## src/rtl/bullet_ctrl.sv

```systemverilog
// rtl/bullet_ctrl.sv - Tank bullet slots: fire FSM, lowest-free slot allocation and per-frame motion.
module bullet_ctrl #(
    parameter int NUM_BULLETS = 4,
    parameter int LIFETIME    = 300,
    parameter int COOLDOWN    = 8,
    parameter int VEL_SHIFT   = 1
) (
    input  logic                      frame_clk,
    input  logic                      Reset_n,
    input  logic                      ShootBullet,
    input  logic [1:0]                game_end,
    input  logic [9:0]                TankX,
    input  logic [9:0]                TankY,
    input  logic [7:0]                sin,
    input  logic [7:0]                cos,
    input  logic [NUM_BULLETS-1:0]    isWallV,
    input  logic [NUM_BULLETS-1:0]    isWallH,
    input  logic [NUM_BULLETS-1:0]    hit,
    output logic [10*NUM_BULLETS-1:0] BulletX,
    output logic [10*NUM_BULLETS-1:0] BulletY,
    output logic [NUM_BULLETS-1:0]    BulletActive,
    output logic                      Fired
);

    localparam int CW = (COOLDOWN > 1) ? $clog2(COOLDOWN) : 1;
    // Largest legal positions in 1/8 pixel: 639.875 and 479.875.
    localparam logic signed [14:0] X_MAX = 15'sd5119;
    localparam logic signed [14:0] Y_MAX = 15'sd3839;

    typedef enum logic [1:0] {S_IDLE, S_FIRE, S_HOLD, S_COOL} state_t;

    state_t                 state_q, state_d;
    logic [CW-1:0]          cool_q, cool_d;
    logic                   fired_q, fired_d;
    logic                   round_over;
    logic [NUM_BULLETS-1:0] free_sel, spawn_sel;
    logic                   free_found;
    logic [6:0]             mag_x, mag_y;
    logic [12:0]            spawn_vx, spawn_vy;

    assign round_over = |game_end;
    assign mag_x      = cos[6:0] >> VEL_SHIFT;
    assign mag_y      = sin[6:0] >> VEL_SHIFT;
    assign spawn_vx   = cos[7] ? -{6'b0, mag_x} : {6'b0, mag_x};
    // Screen Y grows downward, so a positive sine moves the bullet up.
    assign spawn_vy   = sin[7] ? {6'b0, mag_y} : -{6'b0, mag_y};
    assign Fired      = fired_q;

    always_comb begin
        free_sel   = '0;
        free_found = 1'b0;
        for (int i = 0; i < NUM_BULLETS; i++) begin
            if (!BulletActive[i] && !free_found) begin
                free_sel[i] = 1'b1;
                free_found  = 1'b1;
            end
        end
    end

    always_comb begin
        state_d   = state_q;
        cool_d    = cool_q;
        fired_d   = 1'b0;
        spawn_sel = '0;
        if (round_over) begin
            state_d = S_HOLD;
            cool_d  = '0;
        end else begin
            case (state_q)
                S_IDLE: if (ShootBullet) state_d = S_FIRE;
                S_FIRE: begin
                    state_d   = S_HOLD;
                    spawn_sel = free_sel;
                    fired_d   = free_found;
                end
                S_HOLD: if (!ShootBullet) state_d = S_COOL;
                S_COOL: begin
                    if (cool_q == CW'(COOLDOWN - 1)) begin
                        state_d = S_IDLE;
                        cool_d  = '0;
                    end else begin
                        cool_d = cool_q + 1'b1;
                    end
                end
                default: state_d = S_IDLE;
            endcase
        end
    end

    always_ff @(posedge frame_clk or negedge Reset_n) begin
        if (!Reset_n) begin
            state_q <= S_IDLE;
            cool_q  <= '0;
            fired_q <= 1'b0;
        end else begin
            state_q <= state_d;
            cool_q  <= cool_d;
            fired_q <= fired_d;
        end
    end

    for (genvar g = 0; g < NUM_BULLETS; g++) begin : g_slot
        logic [12:0]        px_q, px_d, py_q, py_d;
        logic signed [12:0] vx_q, vx_d, vy_q, vy_d;
        logic signed [12:0] vx_m, vy_m;
        logic signed [14:0] nx, ny;
        logic [8:0]         life_q, life_d;
        logic               act_q, act_d;

        always_comb begin
            px_d   = px_q;
            py_d   = py_q;
            vx_d   = vx_q;
            vy_d   = vy_q;
            life_d = life_q;
            act_d  = act_q;
            vx_m   = isWallV[g] ? -vx_q : vx_q;
            vy_m   = isWallH[g] ? -vy_q : vy_q;
            nx     = $signed({2'b00, px_q}) + $signed({{2{vx_m[12]}}, vx_m});
            ny     = $signed({2'b00, py_q}) + $signed({{2{vy_m[12]}}, vy_m});
            if (round_over) begin
                act_d = 1'b0;
            end else if (spawn_sel[g]) begin
                act_d  = 1'b1;
                px_d   = {TankX, 3'b000};
                py_d   = {TankY, 3'b000};
                vx_d   = spawn_vx;
                vy_d   = spawn_vy;
                life_d = 9'(LIFETIME);
            end else if (act_q) begin
                if (hit[g] || life_q == 9'd0) begin
                    act_d = 1'b0;
                end else begin
                    life_d = life_q - 9'd1;
                    // Off-screen step: bounce by reversing, position held this frame.
                    if (nx[14] || nx > X_MAX) begin
                        vx_d = -vx_m;
                    end else begin
                        vx_d = vx_m;
                        px_d = nx[12:0];
                    end
                    if (ny[14] || ny > Y_MAX) begin
                        vy_d = -vy_m;
                    end else begin
                        vy_d = vy_m;
                        py_d = ny[12:0];
                    end
                end
            end
        end

        always_ff @(posedge frame_clk or negedge Reset_n) begin
            if (!Reset_n) begin
                px_q   <= '0;
                py_q   <= '0;
                vx_q   <= '0;
                vy_q   <= '0;
                life_q <= '0;
                act_q  <= 1'b0;
            end else begin
                px_q   <= px_d;
                py_q   <= py_d;
                vx_q   <= vx_d;
                vy_q   <= vy_d;
                life_q <= life_d;
                act_q  <= act_d;
            end
        end

        assign BulletX[10*g +: 10] = px_q[12:3];
        assign BulletY[10*g +: 10] = py_q[12:3];
        assign BulletActive[g]     = act_q;
    end

endmodule

```

## config.mk

```make
export PLATFORM = sky130hd
export DESIGN_NAME = bullet_ctrl
export DESIGN_NICKNAME = d
export VERILOG_FILES = /design/src/rtl/bullet_ctrl.sv
export SDC_FILE = /design/constraint.sdc
export NUM_CORES = 1
export LEC_CHECK = 0
export CELL_PAD_IN_SITES_DETAIL_PLACEMENT = 1
export CELL_PAD_IN_SITES_GLOBAL_PLACEMENT = 1
export CORE_MARGIN = 2
export CORE_UTILIZATION = 35
export CTS_BUF_LIST = sky130_fd_sc_hd__clkbuf_4 sky130_fd_sc_hd__clkbuf_8
export DETAILED_ROUTE_END_ITERATION = 10
export HOLD_SLACK_MARGIN = 0.03
export PLACE_DENSITY_LB_ADDON = 0.1
export SETUP_SLACK_MARGIN = 0.1
export SLEW_MARGIN = 20
export SYNTH_ARGS = -nofsm -noshare
export SYNTH_HDL_FRONTEND = slang
export SYNTH_SLANG_ARGS = --single-unit
export TNS_END_PERCENT = 5
```

## constraint.sdc

```tcl
create_clock -name frame_clk -period 10.7 [get_ports frame_clk]
set_clock_uncertainty 0.2 [all_clocks]
set_input_delay 2.14 -clock frame_clk [delete_from_list [all_inputs] [get_ports frame_clk]]
set_output_delay 2.14 -clock frame_clk [all_outputs]
set_load 0.005 [all_outputs]
```

==> results.json <==
{
  "grt_pass1_vias": 21100,
  "async_flop_share": 1.00,
  "ctsRootBufferMaster": "clkbuf_8",
  "critPathKind": "in -> reg",
  "min_period_over_period": 0.648,
  "dieWidth_um": 254,
  "cts-buffers-inserted": 54,
  "synth_sequential_area_ratio": 0.292,
  "clkTransAtPathRegs_ps": 60,
  "synth_edf_count": 0,
  "post-route-util": 0.399,
  "num_vias": 20100,
  "vias_per_cell": 5.60,
  "cts_tree": "built",
  "overflow": 0,
  "cp-start-kind": "input pin",
  "drv_slew": 0,
  "fin_crit_ps": 6930,
  "die_h_um": 254,
  "routabilityCongestion": 0.867,
  "synthCells": 2680,
  "remaining_drc_errors": 0,
  "place_hpwl_um": 55200,
  "drive_above_1_share": 0.0680,
  "cap_violations": 0,
  "regArea_um2": 6360,
  "fmax_ghz": 0.144,
  "status": "complete, no violations",
  "dr.pass1.iters": 5,
  "final-hold-violation-count": 0,
  "design_area_um2": 24600,
  "ys_types": 96,
  "io_buffers": 135,
  "cts_resized": 0,
  "grt_max_degree": 150,
  "dieArea_um2": 64300,
  "start_util": 0.354,
  "avgSynthCellArea_um2": 8.13,
  "rsz0062_at_grt": "no",
  "cts_buffer_depth": 3,
  "antenna_found_initial": 4,
  "ys.flop_type": "dfrtp_1",
  "nets": 2912,
  "hold_class": "reg -> reg",
  "cts-hold-fix-buffers": 0,
  "post_drt_wl_per_cell_um": 21.5,
  "tns_ps": 0,
  "cp.arrival_ps": 7270,
  "post-cts-setup-buffers": 0,
  "worst_pin_slew_ps": 1100,
  "clock_latency_ps": 670,
  "crit_fanout": 20,
  "cp-end-kind": "register",
  "track_usage": 0.242,
  "finalPower_mw": 2.62,
  "grt_pass1_wl_um": 121000,
  "worstPathRequired_ps": 11040,
  "io-pin-count": 138,
  "peakVddDrop_v": 0.0000775,
  "cts_max_level": 2,
  "num-fill-cells": 7336,
  "placed_area_um2": 23400,
  "preCtsSetupSlack_ps": 3130,
  "multiInputGateArea_um2": 13800,
  "synth.top_cell.area_share": 0.292,
  "synth_area_leaders": "dfrtp_1 (29%), ha_1 (8.3%), xnor2_1 (6.0%), o21ai_0 (4.9%), nand2_1 (4.3%)",
  "yosysWarnings": 0,
  "final-setup-viol-count": 0,
  "synth-seq-cells": 254,
  "syn_area_um2": 21800,
  "synthToLayoutAreaGrowth_pct": 12.9,
  "syn_nets": 2885,
  "cts_num_sinks": 254,
  "yosys.area.top_type": "dfrtp_1",
  "postRouteAntennaNets": 0,
  "drt_iter0_markers": 1108,
  "rows": 91,
  "p_leak_nw": 11.0,
  "slew_headroom": 0.248,
  "p_per_area_nw_per_um2": 106,
  "core_um2": 61600,
  "totalWireLength_um": 77300,
  "worst_slack_ps": 3770
}
## area by class of cell
type | instances | area share
multi-input cells | 2079 | 0.562
flip-flops and latches | 254 | 0.258
well taps | 837 | 0.0426
clock inverters | 10 | 0.00341
repair buffers | 164 | 0.0645
diodes | 2 | 0.000204
clock buffers | 89 | 0.0455
inverters | 154 | 0.0235
## synth_stat cells, types with 22 or more instances
cell type  number
xnor2_1       149
a21oi_1       178
xor2_1         96
buf_4          85
and3_1         22
nor4_1         22
or3_1          41
a21o_1         51
dfrtp_1       254
a211oi_1       33
nor2b_1        33
inv_1         153
a31oi_1        25
clkbuf_1       89
ha_1          144
nand3_1        72
nand2_1       252
nor2_1        220
o31ai_1        54
a221o_1        29
o21ai_0       215
nor3_1         67
nand2b_1       33
## worst max-delay path, cell delays in order
cell and delay [ps]:
clkdlybuf4s50_1 730, o31ai_1 160, xnor2_1 430, ha_1 370, a21oi_1 220, nand2_1 110
o21ai_0 330, o21bai_1 190, or4_1 430, a311o_1 320, a32o_1 440, nor2_1 600
buf_4 290, nor2_1 160, a221o_1 350
## per-stage QoR
stage / hold WS, ps / instances
CTS: 312 / 3587
global placement: 291 / 3488
finish: 312 / 3589
global route: 341 / 3588
detailed placement: 297 / 3488
floorplan: 273 / 2680
## report_power, final
group	internal, mW	leakage, nW	switching [mW]
Sequential	0.970	3.37	0.0115
Combinational	0.163	7.02	0.274
Clock	0.681	0.638	0.516
Total	1.81	11.0	0.801
## state kept, by name, summed over array words and instances (netlist names)
name,count
Fired,1
cool_q,3
g_slot.act_q,4
g_slot.life_q,36
g_slot.px_q,52
g_slot.py_q,52
g_slot.vx_q,52
g_slot.vy_q,52
state_q,2
## logic make-up (layout without fill, tap and decap cells)
family,count (synthesis),after routing,synth area share
mux,24,24,0.0112
simple gates,858,858,0.190
flops,254,254,0.292
xor+xnor,246,246,0.0992
other cells,0,2,0
compound gates,799,799,0.242
buf+inv,347,417,0.0763
fa+ha+maj,152,152,0.0900
## cells in the final DEF, fill, tap and decap left out, types with 29 or more instances in the layout
cell type / n
dfrtp_1: 254
nand2_1: 252
nor2_1: 217
o21ai_0: 214
a21oi_1: 178
inv_1: 153
xnor2_1: 149
ha_1: 144
clkdlybuf4s50_1: 134
xor2_1: 96
nand3_1: 72
clkbuf_8: 72
nor3_1: 65
o31ai_1: 53
a21o_1: 51
or3_1: 41
nand2b_1: 33
nor2b_1: 33
a211oi_1: 33
a221o_1: 29
## per-layer routing
metal  vias up  part of all wire  global-route usage
li1       9587                 -                   -
met1     10000              0.44               0.305
met2       346              0.47               0.405
met3       131             0.043              0.0407
met4         0             0.047               0.109
met5         -                 0                   0
## path summary, 6_finish.rpt
check / from / endpoint / slack (ps) / depth (start not counted)
max in group asynchronous: Reset_n / g_slot[3].py_q[0] / 7560 / 2
max: isWallH[3] / g_slot[3].py_q[8] / 3770 / 15
min: g_slot[1].py_q[0] / g_slot[1].py_q[0] / 310 / 2
min reg2reg: g_slot[1].py_q[0] / g_slot[1].py_q[0] / 310 / 2
min in group asynchronous: Reset_n / g_slot[0].px_q[12] / 1270 / 1
max reg2reg: g_slot[3].vy_q[0] / g_slot[3].py_q[8] / 4750 / 17
Power figures use the tool's default switching activity.
